File: config.mk
export PLATFORM = sky130hd
export DESIGN_NAME = int2flt_seq
export DESIGN_NICKNAME = d
export VERILOG_FILES = /design/src/rtl/int2flt_pkg.sv /design/src/rtl/flt_rne_round.sv /design/src/rtl/int2flt_seq.sv
export SDC_FILE = /design/constraint.sdc
export NUM_CORES = 1
export LEC_CHECK = 0
export CORE_MARGIN = 5
export CORE_UTILIZATION = 35
export DETAILED_ROUTE_END_ITERATION = 8
export GPL_TIMING_DRIVEN = 0
export HOLD_SLACK_MARGIN = 0.02
export PLACE_DENSITY_LB_ADDON = 0.05
export SYNTH_ARGS = -nofsm -noshare
export SYNTH_HDL_FRONTEND = slang
export SYNTH_HIERARCHICAL = 1
export SYNTH_SLANG_ARGS = --single-unit
File: constraint.sdc
create_clock -name clk -period 4.5 [get_ports clk]
set_input_delay 0.9 -clock clk [delete_from_list [all_inputs] [get_ports clk]]
set_output_delay 0.9 -clock clk [all_outputs]
set_load 0.05 [all_outputs]
File: src/rtl/int2flt_pkg.sv
// Shared types and helpers for the sequential integer-to-float converter.
package int2flt_pkg;

  typedef enum logic [2:0] {
    IDLE,
    LOAD,
    NORM,
    ROUND,
    DONE
  } state_t;

  // Zero bits appended below the fraction so guard and sticky always exist,
  // even when the magnitude is narrower than the stored mantissa.
  localparam int RNE_PAD = 2;

  // Total packed float width: sign + exponent + stored mantissa.
  function automatic int flt_w(input int exp_w, input int man_w);
    return 1 + exp_w + man_w;
  endfunction

  // Largest finite biased exponent; anything above becomes infinity.
  function automatic int exp_max(input int exp_w);
    return (2 ** exp_w) - 2;
  endfunction

endpackage

File: src/rtl/flt_rne_round.sv
// Combinational round-to-nearest-even of a normalised magnitude, including
// mantissa carry into the exponent and exponent overflow to infinity.
module flt_rne_round
  import int2flt_pkg::*;
#(
  parameter int M     = 15,
  parameter int XW    = 7,
  parameter int EXP_W = 5,
  parameter int MAN_W = 10
) (
  input  logic                         sign,
  input  logic [M-2:0]                 frac_in,
  input  logic [XW-1:0]                exp_in,
  output logic [flt_w(EXP_W,MAN_W)-1:0] data,
  output logic                         ovf,
  output logic                         inexact
);

  localparam int FRW = M - 1 + MAN_W + RNE_PAD;
  localparam int EMX = exp_max(EXP_W);

  logic [FRW-1:0]   frac;
  logic [MAN_W-1:0] mant;
  logic             guard;
  logic             sticky;
  logic             up;
  logic [MAN_W:0]   sum;
  logic [XW-1:0]    exp_r;

  // Extract mantissa/guard/sticky, apply RNE, and saturate to infinity.
  always_comb begin
    frac    = {frac_in, {(MAN_W + RNE_PAD){1'b0}}};
    mant    = frac[FRW-1 -: MAN_W];
    guard   = frac[FRW-1-MAN_W];
    sticky  = |frac[FRW-2-MAN_W:0];
    up      = guard & (mant[0] | sticky);
    sum     = {1'b0, mant} + {{MAN_W{1'b0}}, up};
    exp_r   = exp_in + {{(XW-1){1'b0}}, sum[MAN_W]};
    inexact = guard | sticky;
    ovf     = (exp_r > XW'(EMX));
    if (ovf) begin
      data = {sign, {EXP_W{1'b1}}, {MAN_W{1'b0}}};
    end else begin
      // On carry the low bits of sum are already zero.
      data = {sign, exp_r[EXP_W-1:0], sum[MAN_W-1:0]};
    end
  end

endmodule

File: src/rtl/int2flt_seq.sv
// Handshaked integer-to-float converter: serial normalisation (1 bit/cycle)
// followed by a registered RNE rounding step.
module int2flt_seq
  import int2flt_pkg::*;
#(
  parameter int INT_W     = 16,
  parameter int EXP_W     = 5,
  parameter int MAN_W     = 10,
  parameter int BIAS      = 15,
  parameter int TWOS_COMP = 0
) (
  input  logic                          clk,
  input  logic                          reset,
  input  logic                          in_valid,
  output logic                          in_ready,
  input  logic [INT_W-1:0]              in_data,
  output logic                          out_valid,
  input  logic                          out_ready,
  output logic [flt_w(EXP_W,MAN_W)-1:0] out_data,
  output logic                          out_ovf,
  output logic                          out_inexact,
  output logic                          busy
);

  localparam int FW  = flt_w(EXP_W, MAN_W);
  localparam int M   = (TWOS_COMP != 0) ? INT_W : INT_W - 1;
  localparam int EB  = $clog2(BIAS + INT_W + 2);
  localparam int XW  = ((EB > EXP_W) ? EB : EXP_W) + 1;

  state_t           state;
  logic [INT_W-1:0] op;
  logic [M-1:0]     mag;
  logic [XW-1:0]    exp_q;
  logic             sign;
  logic [M-1:0]     load_mag;
  logic [FW-1:0]    rnd_data;
  logic             rnd_ovf;
  logic             rnd_inx;

  // Magnitude of the latched operand; two's-complement negation is done at
  // full INT_W width so the most-negative value stays exact.
  always_comb begin
    if (TWOS_COMP != 0) begin
      load_mag = M'(op[INT_W-1] ? -op : op);
    end else begin
      load_mag = M'(op);
    end
  end

  flt_rne_round #(
    .M     (M),
    .XW    (XW),
    .EXP_W (EXP_W),
    .MAN_W (MAN_W)
  ) u_round (
    .sign    (sign),
    .frac_in (mag[M-2:0]),
    .exp_in  (exp_q),
    .data    (rnd_data),
    .ovf     (rnd_ovf),
    .inexact (rnd_inx)
  );

  // Control FSM with datapath registers and registered handshake outputs.
  always_ff @(posedge clk) begin
    if (!reset) begin
      state       <= IDLE;
      in_ready    <= 1'b1;
      out_valid   <= 1'b0;
      out_data    <= '0;
      out_ovf     <= 1'b0;
      out_inexact <= 1'b0;
      busy        <= 1'b0;
      op          <= '0;
      mag         <= '0;
      exp_q       <= '0;
      sign        <= 1'b0;
    end else begin
      case (state)
        IDLE: begin
          if (in_valid) begin
            op       <= in_data;
            state    <= LOAD;
            in_ready <= 1'b0;
            busy     <= 1'b1;
          end
        end
        LOAD: begin
          sign  <= op[INT_W-1];
          mag   <= load_mag;
          exp_q <= XW'(BIAS + M - 1);
          if (load_mag == '0) begin
            state       <= DONE;
            out_valid   <= 1'b1;
            out_data    <= {op[INT_W-1], {(FW-1){1'b0}}};
            out_ovf     <= 1'b0;
            out_inexact <= 1'b0;
          end else begin
            state <= NORM;
          end
        end
        NORM: begin
          if (mag[M-1]) begin
            state <= ROUND;
          end else begin
            mag   <= mag << 1;
            exp_q <= exp_q - XW'(1);
          end
        end
        ROUND: begin
          out_data    <= rnd_data;
          out_ovf     <= rnd_ovf;
          out_inexact <= rnd_inx;
          out_valid   <= 1'b1;
          state       <= DONE;
        end
        DONE: begin
          if (out_ready) begin
            out_valid <= 1'b0;
            in_ready  <= 1'b1;
            busy      <= 1'b0;
            state     <= IDLE;
          end
        end
        default: begin
          state    <= IDLE;
          in_ready <= 1'b1;
          busy     <= 1'b0;
        end
      endcase
    end
  end

endmodule

==> metrics.csv, run 1 <==
metric,value,unit
gp_congestion,0.789,
antenna_found_initial,0,
yosysWarnings,6,
end_kind,register,
vias,2611,
status,"complete, no violations",
whs_path_depth,2,
synth.cell_area,3000,µm²
synth_top_area_cell,dfxtp_1,
core_area,8300,µm²
synth.yosys.seq_area_share,42.0,%
grt_remaining_overflow,0,
async_flop_share,0,%
ys_seq_elements,63,
detailed_place_hpwl,5.51,mm
cts_resized,0,
syn_inst,342,
drv_cap,0,
cp.required,4.73,ns
critical_path.max_fanout,8,
drt-initial-drc-count,116,
hold-path-endpoint,sign,
post_drt_via_cell_ratio,5.19,
die_h,103,µm
rsz0062_at_grt,false,
slowest_delay,0.53,ns
ys.flop_type,dfxtp_1,
syn_avg_cell_area,8.78,µm²
rows,33,
crit_chain,and2_1 -> ha_1 -> nand3_1 -> nor4_1 -> ha_1 -> and2_1 -> clkbuf_2 -> o211ai_1 -> a21oi_1 -> o21ai_0 -> a22o_1,
h-tree-depth,3,
antenna-diode-count,0,
min_from,sign,
ioPinCount,41,
routedWlPerCell,14.9,µm
r2r_start,mag[4],
hold_buffers,0,
ant_nets,0,
fin_hold_ws,0.459,ns
max_freq,0.327,GHz
clkTransAtPathRegs,0.07,ns
syn-num-nets,366,
cts_sinks,63,
initial_core_util,36.2,%
die-area,10500,µm²
hold_violations,0,
crit_family,simple AND/OR/NAND/NOR gates,
yosysTopAreaCellShare,42.0,%
hold_path.class,reg -> reg,
setup_tns,0,ns
io_buffers,40,
clock_skew,0.0107,ns
critPathSlowestCell,nor4_1,
cts_buffers,9,
ir_worst_vdd,0.000199,V
p_per_area,432,nW/µm²
cts_max_path_buffers,2,
clk-insertion-delay-late,0.34,ns
total_power,1.61,mW
tightestPinTransition,0.638,ns
final_core_util,45.0,%
worst-setup-path-type,reg -> reg,
grt_pass1_wl,12.6,mm
cts_tree,done,
grt_max_degree,13,
nets,417,
grt_pass1_vias,2479,
cp.arrival,3.29,ns
period_share,67.9,%
start_kind,register,
slew_headroom,57.3,%
die_w,103,µm
yosysUniqueCellTypes,50,
r2r_end,out_data[11],
critPathBufInv,1,
synth_area_leaders,"dfxtp_1 (42%), nand2_1 (7.9%), a22o_1 (5.0%), a21oi_1 (4.3%), a21boi_0 (4.0%)",
synth_edf_count,0,
min_period,3.06,ns
first_pass_iters,7,
setup_violations,0,
totalWireLength,7.49,mm
postCtsSetupBuffers,0,
syn_to_final_growth,24.3,%
power.leakage,1.28,nW
slew_viol_final,0,
remaining_drc_errors,0,
r2r_slack,1.44,ns
clockRootBuffer,clkbuf_8,
yosys-top-cells-count,"dfxtp_1 (63), nand2_1 (63), a21oi_1 (26)",
track_usage,15.3,%
drive_above_1_share,11.8,%
r2r_cells,11,
-- power by group --
| group | switching [mW] | internal [mW] | total [mW] | leakage [nW] |
|---|---|---|---|---|
| logic | 0.261 | 0.177 | 0.438 | 0.677 |
| clock network | 0.229 | 0.256 | 0.486 | 0.0956 |
| registers | 0.0756 | 0.613 | 0.689 | 0.513 |
| total | 0.566 | 1.05 | 1.61 | 1.28 |
-- placed cells by master, fill, tap and decap left out, types with 2 or more instances in the layout --
cell type / synthesis / routed
nand2_1: 63 / 63
dfxtp_1: 63 / 63
clkdlybuf4s50_1: 0 / 40
a21oi_1: 26 / 26
a22o_1: 17 / 17
a21boi_0: 16 / 16
a22oi_1: 15 / 15
nor2_1: 14 / 14
o21ai_0: 11 / 11
clkbuf_1: 9 / 9
xnor2_1: 9 / 9
clkbuf_8: 0 / 9
a21oi_2: 9 / 9
inv_1: 8 / 8
nor3_1: 7 / 7
nor4_1: 7 / 7
xor2_1: 6 / 6
nand3_1: 6 / 6
buf_6: 4 / 4
buf_2: 4 / 4
ha_1: 4 / 4
or3_1: 3 / 3
a211oi_1: 3 / 3
nand4_1: 3 / 3
and2_1: 3 / 3
nor4b_4: 2 / 2
a31oi_1: 2 / 2
nor2b_1: 2 / 2
clkinv_2: 0 / 2
clkinvlp_4: 0 / 2
a211o_1: 2 / 2
buf_4: 2 / 2
-- routing by layer --
metal	track usage (%)	vias up	share of wire, %
met4	4.24	0	0.71
met5	0	-	0
met3	4.53	4	5.1
li1	-	1337	-
met2	23.8	76	45
met1	20.7	1194	49
-- worst max path at each step --
stage | from | end | slack [ns] | cells after the start
finish | mag[4] | out_data[11] | 1.44 | 11
global route | mag[3] | out_data[12] | 1.21 | 11
CTS | mag[4] | out_data[11] | 1.45 | 11
detailed placement | mag[4] | out_data[12] | 1.45 | 11
global placement | mag[4] | out_data[12] | 1.50 | 11
floorplan | mag[4] | out_data[10] | 2.04 | 11
-- final cells by class --
type                       count  area, µm²
fill                         849       4570
multi-input combinational    251       1590
sequential                    63       1260
timing repair buffer          40        400
tap                          105        131
clock buffer                   9        124
buffer                        20        119
clock inverter                 7       72.6
inverter                       8       30.0
-- per-stage QoR --
step	worst slack, ns	std cells	area, µm²
detailed placement	1.45	487	3530
global placement	1.50	487	3530
global route	1.21	503	3730
CTS	1.45	503	3730
floorplan	2.04	342	3000
finish	1.44	503	3730
-- cell families (layout without fill, tap and decap cells) --
group	Yosys count	count (layout)	share of synthesized area (%)
DFF	63	63	42.0
xor gates and xnor gates	15	15	4.38
buffers and inverters	28	84	4.96
AOI/OAI and AO/OA	111	111	26.2
adders and majority gates	4	4	1.67
and+or+nand+nor	121	121	20.8
-- state kept, by name (all words and copies together), names as in the netlist --
name and flops:
op 16, out_data 16, mag 15, exp_q 7, state 3, busy 1, in_ready 1, out_inexact 1
out_ovf 1, out_valid 1, sign 1
-- worst reg2reg max path: cells and delay by family, from the launching register on --
| family | cells | cell delay (ns) |
|---|---|---|
| compound gates | 4 | 0.91 |
| fa+ha+maj | 2 | 0.48 |
| buf+inv | 1 | 0.19 |
| flops | 1 | 0.42 |
| simple gates | 4 | 0.96 |
(Power assumes the default switching activity.)
==> inputs of run 2 (changes only) <==
clock period = 2.63 ns   (was 4.5 ns; I/O delays follow)
==> run 2 against run 1 <==
Effect of this change: combinational power rose by 84%; flip-flop and latch count stayed put; maximum frequency up 21%; critical path depth up 1; total power rose by 76%; core utilization rose by 2.7 points; worst setup slack worse by 1.3 ns; die area did not move.
==> metrics.csv, run 2 (synthesis gave the netlist of run 1 again) <==
metric,value,unit
routedWlPerCell,15.4,µm
slew_headroom,56.6,%
cts_max_path_buffers,2,
final_cells,513,
io_buffers,40,
multi_input_area,1710,µm²
max_freq,0.397,GHz
track_usage,16.2,%
grt_pass1_wl,13.3,mm
hold_path.class,reg -> reg,
tightestPinTransition,0.649,ns
setup_violations,0,
post-place-ws,-0.417,ns
worst-setup-path-type,reg -> reg,
hold-path-endpoint,sign,
rsz0062_at_grt,true,
top_usage_layer,met2,
p_per_area,717,nW/µm²
rows,33,
ioPinCount,41,
r2r_slack,0.11,ns
r2r_cells,12,
clockRootBuffer,clkbuf_8,
setup_slack,0.109,ns
setup_tns,0,ns
fin_hold_ws,0.458,ns
first_pass_iters,4,
cts_buffers,9,
final_core_util,47.6,%
met2_usage,25.5,%
min_period,2.52,ns
met3_usage,4.53,%
antenna-diode-count,0,
min_from,sign,
slew_viol_final,0,
post_drt_via_cell_ratio,5.20,
hold_violations,0,
startpoint,mag[4],
remaining_drc_errors,0,
cts_tree,done,
period_share,95.9,%
nFillCells,826,
grt_remaining_overflow,0,
hold_buffers,0,
status,"complete, no violations",
core_area,8300,µm²
detailed_place_hpwl,5.51,mm
design_area,3950,µm²
drive_above_1_share,17.6,%
end_kind,register,
vias,2669,
drt-initial-drc-count,123,
die_w,103,µm
ant_nets,0,
biggestRegsByFlops,"op x16, out_data x16, mag x15",
cp.required,2.86,ns
cts_sinks,63,
nets,427,
gp_congestion,0.789,
placed_cells_incl_taps,487,
die-area,10500,µm²
whs_path_depth,2,
final-seq-area,1270,µm²
grtUsageMet1,21.4,%
r2r_start,mag[4],
clock_skew,0.0121,ns
final_cell_mix,"nand2_1 (62), dfxtp_1 (60), clkdlybuf4s50_1 (40)",
ir_worst_vdd,0.000344,V
drv_cap,0,
cp.arrival,2.76,ns
clkTransAtPathRegs,0.07,ns
r2r_end,out_data[8],
power.leakage,1.36,nW
final_common_cell,nand2_1,
grt_max_degree,13,
place_area,3530,µm²
grt_pass1_vias,2613,
die_h,103,µm
syn_to_final_growth,31.6,%
start_kind,register,
totalWireLength,7.90,mm
total_power,2.83,mW
antenna_found_initial,0,
h-tree-depth,3,
initial_core_util,36.2,%
clk-insertion-delay-late,0.34,ns
critical_path.max_fanout,5,
run 2: cell count changes in the layout (fill, tap and decap cells not counted), moves of 2 or more:
cell	previous run	this run
buf_4	2	9
buf_6	4	7
dfxtp_1	63	60
dfxtp_2	0	2
ha_1	4	1
ha_4	0	2
nor4_1	7	5
nor4_4	0	2
run 2: cell type report:
| class | instances | area share, % |
|---|---|---|
| Buffer | 20 | 3.32 |
| Clock buffer | 9 | 3.13 |
| Clock inverter | 7 | 1.84 |
| Inverter | 8 | 0.760 |
| Multi-Input combinational cell | 251 | 43.3 |
| Sequential cell | 63 | 32.1 |
| Tap cell | 105 | 3.32 |
| Timing Repair Buffer | 50 | 12.2 |
run 2: what timing repair did:
action | CTS | global route
cloned | 2 | 0
setup buffers | 5 | 3
resized for setup | 27 | 5
pin swaps | 9 | 18
setup endpoints to repair | 16 | 16
run 2: layer usage:
metal,routed length (µm),vias up
met4,109,0
li1,-,1358
met5,0,-
met2,3660,62
met1,3790,1239
met3,340,10
run 2: how the worst max path moves through the flow:
stage | end | slack [ns]
after detailed placement | out_data[12] | -0.42
after CTS | out_data[8] | 0.0006
after global placement | out_data[12] | -0.37
after floorplan | out_data[10] | 0.17
final | out_data[8] | 0.11
after global routing | out_data[8] | -0.03
run 2: worst max-delay path, stage by stage, from the launching register on:
cell,delay (ns)
dfxtp_4,0.36
and2_4,0.15
ha_4,0.14
nand3_4,0.09
nor4_4,0.29
buf_4,0.17
ha_4,0.15
nand2_8,0.07
nor4_4,0.34
a211o_1,0.24
buf_6,0.16
a21oi_2,0.05
a22o_1,0.20
run 2: report_power, final:
| part | switching (mW) | total (mW) | internal [mW] |
|---|---|---|---|
| combinational | 0.472 | 0.806 | 0.335 |
| clock | 0.397 | 0.836 | 0.438 |
| sequential | 0.141 | 1.19 | 1.05 |
==> inputs of run 3 (changes only) <==
DONT_BUFFER_PORTS = 1   (was not set)
==> run 3 against run 2 <==
Effect of this change: core utilization down 5.6 points; total power down 4.9%; register-to-register slack about the same; hold slack worse by 0.15 ns; via count down 5.0%; design area down 12%; combinational power down 13%; critical endpoint unchanged; largest power group unchanged.
==> metrics.csv, run 3 (synthesis gave the netlist of run 1 again) <==
metric,value,unit
status,"complete, no violations",
met3_usage,3.72,%
drive_above_1_share,19.2,%
detailed_place_hpwl,5.50,mm
start_kind,register,
cts_sinks,63,
grt_pass1_wl,12.8,mm
fin_hold_ws,0.310,ns
hold_violations,0,
startpoint,mag[4],
grt_remaining_overflow,0,
drt-initial-drc-count,97,
antenna_found_initial,0,
clk-insertion-delay-late,0.35,ns
biggestRegsByFlops,"op x16, out_data x16, mag x15",
r2r_end,out_data[8],
final_cell_mix,"nand2_1 (62), dfxtp_1 (59), a21oi_1 (25)",
final_common_cell,nand2_1,
rows,33,
final-seq-area,1270,µm²
die_h,103,µm
worst-setup-path-type,reg -> reg,
p_per_area,773,nW/µm²
io_buffers,0,
post-place-ws,-0.317,ns
gp_congestion,0.759,
clock_skew,0.0112,ns
cts_max_path_buffers,2,
ioPinCount,41,
endpoint,out_data[8],
hold_buffers,0,
total_power,2.69,mW
cts_tree,done,
core_area,8300,µm²
post_drt_via_cell_ratio,5.39,
cp.arrival,2.76,ns
period_share,95.9,%
ant_nets,0,
grt_pass1_vias,2496,
antenna-diode-count,0,
clockRootBuffer,clkbuf_8,
end_kind,register,
die_w,103,µm
r2r_start,mag[4],
cts_buffers,9,
critical_path.max_fanout,5,
grtUsageMet1,21.0,%
track_usage,15.9,%
top_usage_layer,met2,
rsz0062_at_grt,false,
hold_path.class,in -> reg,
max_freq,0.396,GHz
first_pass_iters,4,
slew_headroom,51.1,%
r2r_slack,0.11,ns
slew_viol_final,0,
multi_input_area,1690,µm²
grt_max_degree,13,
die-area,10500,µm²
tightestPinTransition,0.731,ns
met2_usage,24.8,%
initial_core_util,36.2,%
drv_cap,0,
setup_tns,0,ns
nFillCells,847,
r2r_cells,11,
clkTransAtPathRegs,0.08,ns
cp.required,2.87,ns
power.leakage,1.19,nW
setup_slack,0.107,ns
min_period,2.52,ns
h-tree-depth,3,
syn_to_final_growth,16.0,%
ir_worst_vdd,0.000263,V
nets,384,
vias,2535,
remaining_drc_errors,0,
routedWlPerCell,16.8,µm
totalWireLength,7.91,mm
setup_violations,0,
run 3: cell type report:
cell class,count,share of cell area [%]
Multi-Input combinational cell,251,48.5
Sequential cell,63,36.4
Buffer,20,3.77
Tap cell,105,3.77
Clock buffer,9,3.55
Timing Repair Buffer,7,1.72
Clock inverter,7,1.40
Inverter,8,0.862
run 3: worst min-delay path by stage:
stage / depth (start not counted) / to / slack (ns) / from
finish: 2 / op[8] / 0.31 / in_data[8]
CTS: 2 / op[8] / 0.29 / in_data[8]
global route: 2 / op[6] / 0.29 / in_data[6]
floorplan: 2 / sign / 0.44 / sign
detailed placement: 2 / sign / 0.45 / sign
global placement: 2 / sign / 0.44 / sign
run 3: layer usage:
layer | wire length (µm) | share of wire (%) | vias up
li1 | - | - | 1267
met1 | 3790 | 48 | 1210
met2 | 3660 | 46 | 49
met3 | 330 | 4.2 | 9
met4 | 133 | 1.7 | 0
met5 | 0 | 0 | -
run 3: where the power goes:
group	internal, mW	switching (mW)	leakage [nW]
clock network	0.343	0.422	0.0894
registers	1.05	0.174	0.515
logic	0.287	0.418	0.588
total	1.68	1.01	1.19
run 3: repair_timing:
| item | CTS | global route |
|---|---|---|
| pin swaps | 7 | 4 |
| setup buffers | 5 | 0 |
| hold endpoints to repair | 0 | 0 |
| gates resized for setup | 26 | 3 |
| gates cloned | 2 | 0 |
| endpoints found under the setup margin | 16 | 15 |
run 3: critical path, cell delays in order (launching register included):
cell and delay (ns):
dfxtp_4 0.35, and2_4 0.15, ha_4 0.14, nand3_4 0.09, nor4_4 0.31, ha_2 0.30
and4_4 0.24, a211o_1 0.19, a211o_1 0.22, buf_6 0.16, a21oi_2 0.06, a22o_1 0.20
run 3: through the flow:
step,utilization (%),std cells,cell area (µm²)
finish,42.0,470,3480
global route,42.0,470,3480
CTS,41.8,470,3470
detailed placement,37.8,447,3130
global placement,37.8,447,3130
floorplan,-,342,3000
